**src/rtl/id_exe_pipe.sv**
```systemverilog
// ID->EXE pipeline stage: valid/ready handshake, 2-entry skid buffer, flush, bubble and operand muxing.
// Optional operand forwarding at capture is enabled by defining ID_EXE_FWD_EN.
module id_exe_pipe #(
  parameter int          DATA_W  = 16,
  parameter int          ADDR_W  = 4,
  parameter logic [15:0] NOP_OPN = 16'h0800
) (
  input  logic              clk,
  input  logic              rst,
  input  logic              in_valid,
  output logic              in_ready,
  input  logic              flush,
  input  logic              bubble,
  input  logic [15:0]       opn,
  input  logic [DATA_W-1:0] pc,
  input  logic [DATA_W-1:0] read_value1,
  input  logic [DATA_W-1:0] read_value2,
  input  logic [1:0]        op1_sel,
  input  logic [2:0]        op2_sel,
  input  logic              mem_write,
  input  logic              mem_read,
  input  logic              reg_write,
  input  logic [ADDR_W-1:0] reg_addr,
`ifdef ID_EXE_FWD_EN
  input  logic [ADDR_W-1:0] rs1_addr,
  input  logic [ADDR_W-1:0] rs2_addr,
  input  logic              fwd_exe_valid,
  input  logic              fwd_mem_valid,
  input  logic [ADDR_W-1:0] fwd_exe_addr,
  input  logic [ADDR_W-1:0] fwd_mem_addr,
  input  logic [DATA_W-1:0] fwd_exe_value,
  input  logic [DATA_W-1:0] fwd_mem_value,
`endif
  output logic              out_valid,
  input  logic              out_ready,
  output logic [DATA_W-1:0] op1,
  output logic [DATA_W-1:0] op2,
  output logic [DATA_W-1:0] mem_write_value,
  output logic [DATA_W-1:0] pc_out,
  output logic [15:0]       opn_out,
  output logic              mem_write_out,
  output logic              mem_read_out,
  output logic              reg_write_out,
  output logic [ADDR_W-1:0] reg_addr_out
);

  typedef struct packed {
    logic [DATA_W-1:0] op1;
    logic [DATA_W-1:0] op2;
    logic [DATA_W-1:0] mwv;
    logic [DATA_W-1:0] pc;
    logic [15:0]       opn;
    logic              mem_write;
    logic              mem_read;
    logic              reg_write;
    logic [ADDR_W-1:0] reg_addr;
  } entry_t;

  localparam entry_t EMPTY_ENTRY = '{op1: '0, op2: '0, mwv: '0, pc: '0, opn: NOP_OPN,
                                     mem_write: 1'b0, mem_read: 1'b0, reg_write: 1'b0,
                                     reg_addr: '0};

  entry_t            main_q;
  entry_t            skid_q;
  logic              main_valid;
  logic              skid_valid;
  entry_t            new_entry;
  logic [DATA_W-1:0] rv1;
  logic [DATA_W-1:0] rv2;
  logic [DATA_W-1:0] op1_res;
  logic [DATA_W-1:0] op2_res;
  logic              accept;
  logic              drain;

  // Handshake: a transfer happens on a rising edge where valid and ready are both high;
  // in_ready is a register (!skid_valid), so upstream never sees a combinational path.
  assign in_ready = !skid_valid;
  assign accept   = in_valid & in_ready & !bubble & !flush;
  assign drain    = main_valid & out_ready;

`ifdef ID_EXE_FWD_EN
  // EXE result is younger than MEM, so it wins when both match.
  always_comb begin
    rv1 = read_value1;
    rv2 = read_value2;
    if (fwd_exe_valid && fwd_exe_addr == rs1_addr)      rv1 = fwd_exe_value;
    else if (fwd_mem_valid && fwd_mem_addr == rs1_addr) rv1 = fwd_mem_value;
    if (fwd_exe_valid && fwd_exe_addr == rs2_addr)      rv2 = fwd_exe_value;
    else if (fwd_mem_valid && fwd_mem_addr == rs2_addr) rv2 = fwd_mem_value;
  end
`else
  assign rv1 = read_value1;
  assign rv2 = read_value2;
`endif

  always_comb begin
    op1_res = '0;
    case (op1_sel)
      2'd0:    op1_res = rv1;
      2'd1:    op1_res = rv2;
      2'd2:    op1_res = pc;
      default: op1_res = '0;
    endcase
  end

  always_comb begin
    op2_res = '0;
    case (op2_sel)
      3'd0:    op2_res = rv2;
      3'd1:    op2_res = {{(DATA_W-8){opn[7]}}, opn[7:0]};
      3'd2:    op2_res = {{(DATA_W-8){1'b0}}, opn[7:0]};
      3'd3:    op2_res = {{(DATA_W-3){1'b0}}, opn[4:2]};
      3'd4:    op2_res = {{(DATA_W-4){opn[3]}}, opn[3:0]};
      3'd5:    op2_res = {{(DATA_W-11){opn[10]}}, opn[10:0]};
      3'd6:    op2_res = '0;
      default: op2_res = rv1;
    endcase
  end

  always_comb begin
    new_entry           = EMPTY_ENTRY;
    new_entry.op1       = op1_res;
    new_entry.op2       = op2_res;
    new_entry.mwv       = rv2;
    new_entry.pc        = pc;
    new_entry.opn       = opn;
    new_entry.mem_write = mem_write;
    new_entry.mem_read  = mem_read;
    new_entry.reg_write = reg_write;
    new_entry.reg_addr  = reg_addr;
  end

  // Accept is impossible while skid is full, so a drain with skid valid never needs to
  // capture new input at the same edge.
  always_ff @(posedge clk or posedge rst) begin
    if (rst) begin
      main_valid <= 1'b0;
      skid_valid <= 1'b0;
      main_q     <= EMPTY_ENTRY;
      skid_q     <= EMPTY_ENTRY;
    end else if (flush) begin
      main_valid <= 1'b0;
      skid_valid <= 1'b0;
      main_q     <= EMPTY_ENTRY;
      skid_q     <= EMPTY_ENTRY;
    end else if (drain) begin
      if (skid_valid) begin
        main_q     <= skid_q;
        skid_valid <= 1'b0;
      end else begin
        main_valid <= accept;
        if (accept) main_q <= new_entry;
      end
    end else if (!main_valid) begin
      main_valid <= accept;
      if (accept) main_q <= new_entry;
    end else if (accept) begin
      skid_q     <= new_entry;
      skid_valid <= 1'b1;
    end
  end

  // An empty stage looks exactly like reset to EXE: zero data, no writes, NOP opcode.
  assign out_valid       = main_valid;
  assign op1             = main_valid ? main_q.op1 : '0;
  assign op2             = main_valid ? main_q.op2 : '0;
  assign mem_write_value = main_valid ? main_q.mwv : '0;
  assign pc_out          = main_valid ? main_q.pc  : '0;
  assign opn_out         = main_valid ? main_q.opn : NOP_OPN;
  assign mem_write_out   = main_valid & main_q.mem_write;
  assign mem_read_out    = main_valid & main_q.mem_read;
  assign reg_write_out   = main_valid & main_q.reg_write;
  assign reg_addr_out    = main_valid ? main_q.reg_addr : '0;

endmodule

```
**config.mk**
```make
export PLATFORM = sky130hd
export DESIGN_NAME = id_exe_pipe
export DESIGN_NICKNAME = d
export VERILOG_FILES = /design/src/rtl/id_exe_pipe.sv
export SDC_FILE = /design/constraint.sdc
export NUM_CORES = 1
export LEC_CHECK = 0
export BUFFER_PORTS_ARGS = -buffer_cell sky130_fd_sc_hd__buf_2
export CAP_MARGIN = 20
export CORE_UTILIZATION = 55
export CTS_BUF_LIST = sky130_fd_sc_hd__clkbuf_2
export CTS_CLUSTER_SIZE = 14
export DETAILED_ROUTE_END_ITERATION = 10
export PLACE_DENSITY = 0.81
export SYNTH_ARGS = -nofsm -noshare
export SYNTH_HDL_FRONTEND = slang
export SYNTH_SLANG_ARGS = --single-unit
```
**constraint.sdc**
```tcl
create_clock -name clk -period 7.7 [get_ports clk]
set_input_delay 1.155 -clock clk [delete_from_list [all_inputs] [get_ports clk]]
set_output_delay 1.155 -clock clk [all_outputs]
set_load 0.02 [all_outputs]
```
==> summary.txt <==
Clock network
  – Hold Buf Count CTS: 0
  – Post-CTS sizing: 0
  – Postcts setup bufs: 0
  – Root Driver: clkbuf_2
  – Worst-path clk slew: between 0.2 and 0.25 ns
  – Worst skew pair latency: between 0.7 and 0.8 ns
  – CTS tree: built
  – Bufs on Longest Clock Path: 2
  – H-Tree Depth: 4
  – CTS Sinks: 176
  – CTS buffer count: 17

Yosys
  – Synth Instances: around 1000
  – Largest cells by area after synthesis: dfrtp_1, mux2i_1, and2_1
  – Most frequent cell after synthesis: dfrtp_1
  – Area share of the largest cell type after synthesis: 0.455
  – Yosys synthesis warning count: 0
  – Seq/Total Area, Yosys: 0.461
  – Synth cell types: 50
  – Area leader, netlist: dfrtp_1
  – Synth Register Bits: 176
  – Post-synth top cells: dfrtp_1, nand2_1, a21oi_1
  – Mean Syn Cell Area: 9.36 um^2
  – EDFF count, synth: 0
  – Top FF cell, synth: dfrtp_1
  – Syn Nets: 1104
  – Async set or reset register ratio after synthesis: 1.00
  – Post-synthesis cell area: 9570 um^2

Pwr
  – Max VDD drop: 0.0000908 V
  – Leak pwr: 5.16 nW
  – Cell Pwr Density: about 160 nW/um^2

Critical path
  – Critical Path Source Type: flop
  – Crit path largest cell delay: 0.57 ns
  – Critical Path Source: out_valid
  – CP max FO: just over 90
  – Crit path kind: flop to output port
  – Crit path capture: op2[3]
  – R2r endpoint: main_q[73]
  – Reg-to-Reg Start: out_valid
  – Critical path depth in cells: 3
  – Critical path's slowest cell: buf_4
  – Delay-heaviest family, CP: buffers and inverters
  – Flop-to-flop setup slack: around 4.7 ns
  – WP data required: 6.55 ns
  – Worst EP arrival: roughly 2.2 ns
  – Crit path buffers/inverters: 2
  – CP cell instances: buf_4, and2_1, buf_2
  – Worst r2r path cells: 6
  – Worst setup EP type: output port

STA
  – Clock skew: 0.0386 ns
  – Pins Over Slew Limit: 0
  – Max Clk Rate: 295 MHz
  – Setup Total Neg Slack: 0 ns
  – Final count of hold timing violations: 0
  – Crit path time final: ~3.4 ns
  – Worst-Margin Slew: 1.03 ns
  – Slew headroom: 0.311
  – Hold Slack: about 0.5 ns
  – Final setup fails: 0
  – Fin crit share: 0.440
  – RSZ-0062 raised after global routing: false

GRT
  – GRT Util Overall: 0.305
  – Largest net degree at the start of global routing: 112
  – Number of global-route vias before repair: 7784
  – Initial antenna violation count: 8
  – Total congestion overflow: 0
  – First-pass GRT wire length: about 43 mm

Drt
  – Wire per inst: 19.2 um
  – Via density: 6.11
  – Routed WL: between 20 and 30 mm
  – Antenna viol nets, final: 0
  – First-pass DRT Iterations: 5
  – Via count: 8395
  – Drt drc: 0
  – Initial DRC Count: approximately 800

Die
  – Core Box Area: 16800 um^2
  – Die X: 134 um
  – Die Height: between 100 and 150 um
  – Die Footprint: 17900 um^2
  – # IOs: between 150 and 200
  – Starting Density: 0.571
  – Row count: 47

Layout
  – Nets: around 1200
  – Post-Layout Cell Count: between 1000 and 1500
  – Layout cells sized above 1: 0.210
  – Fillers: 1440
  – Design area: 10700 um^2
  – Multi-input gate area: between 4000 and 5000 um^2
  – Sequential Area: between 4000 and 5000 um^2
  – Area grow syn2layout: 11.7%

Placed design
  – Post-DP Area: ~10000 um^2
  – Routability Congestion: 0.881
  – IO Port Bufs: 170
  – Cell count after placement: between 1000 and 1500
  – DP HPWL: 17.5 mm

Job
  – Maxcap violations: 0

Worst hold path
  – Hold Crit Class: flop to flop

Status
  – Status: complete, no violations
flip-flops by register name, indices dropped and copies added (netlist names):
name	cells
skid_valid	1
skid_q	87
out_valid	1
main_q	87
worst reg2reg max path, delay by kind of cell, from the launching register on:
kind / cells / cell delay [ns]
buf+inv: 2 / 0.91
flops: 1 / 0.43
simple gates: 2 / 1.30
compound gates: 2 / 0.30
metal layers:
| metal | share of wire | GRT usage |
|---|---|---|
| met4 | 0.028 | 0.124 |
| met2 | 0.47 | 0.469 |
| met1 | 0.43 | 0.425 |
| met5 | 0 | 0 |
| met3 | 0.075 | 0.0559 |
cell type report:
class                   count  area share
diodes                      7     0.00164
clock buffers              25      0.0117
clock inverters             7      0.0104
inverters                   8     0.00328
multi-input cells         747       0.443
flip-flops and latches    176       0.413
well taps                 220      0.0258
repair buffers            184      0.0919
kinds of logic (layout without fill, tap and decap cells):
logic type,count (synthesis),after routing,share of synthesized area
other,0,7,0
buffers and inverters,99,224,0.0501
AND/OR/NAND/NOR,369,369,0.185
multiplexers,79,79,0.0828
flip-flops,176,176,0.461
AO/OA/AOI/OAI,298,298,0.220
XOR/XNOR,1,1,0.000916
per-stage QoR:
stage               setup slack, ns  utilization  power (mW)
floorplan                      1.77            -        1.13
global placement               4.35        0.620        1.21
detailed placement             4.29        0.621        1.22
CTS                            4.27        0.635        1.70
global route                   4.14        0.637        1.76
finish                         4.31        0.637        1.70
worst min-delay path by stage:
| stage | start | end | slack, ns | depth (start not counted) |
|---|---|---|---|---|
| after global routing | skid_q[18] | skid_q[18] | 0.53 | 2 |
| after CTS | skid_q[18] | skid_q[18] | 0.51 | 2 |
| after global placement | skid_q[59] | main_q[59] | 0.47 | 2 |
| final | skid_q[18] | skid_q[18] | 0.51 | 2 |
| after floorplan | skid_q[59] | main_q[59] | 0.46 | 2 |
| after detailed placement | skid_q[59] | main_q[59] | 0.48 | 2 |
layout by cell type, fill, tap and decap left out, types with 2 or more instances in the layout:
| master | count |
|---|---|
| a2111oi_1 | 6 |
| a211oi_1 | 14 |
| a21oi_1 | 118 |
| a221o_1 | 25 |
| a22o_1 | 54 |
| a22oi_1 | 3 |
| a2bb2oi_1 | 14 |
| and2_1 | 95 |
| and3_1 | 6 |
| and4bb_4 | 2 |
| buf_2 | 169 |
| buf_4 | 13 |
| bufinv_16 | 3 |
| clkbuf_2 | 25 |
| clkinv_2 | 2 |
| dfrtp_1 | 173 |
| dfstp_2 | 2 |
| diode_2 | 7 |
| inv_1 | 7 |
| mux2i_1 | 78 |
| nand2_1 | 126 |
| nand2b_1 | 3 |
| nand3_1 | 5 |
| nand4b_1 | 2 |
| nor2_1 | 100 |
| nor2_4 | 2 |
| nor2b_1 | 6 |
| nor3_1 | 4 |
| nor3_2 | 3 |
| o211ai_1 | 3 |
| o21a_1 | 20 |
| o21ai_0 | 5 |
| o221ai_1 | 8 |
| o22ai_1 | 14 |
| o2bb2ai_1 | 5 |
| o31ai_1 | 4 |
| or2_2 | 4 |
| or3b_2 | 2 |
power by group:
group	total (mW)	internal, mW	switching (mW)
Clock	0.497	0.189	0.307
Sequential	0.967	0.950	0.0172
Combinational	0.237	0.0847	0.152
Power figures use the tool's default switching activity.
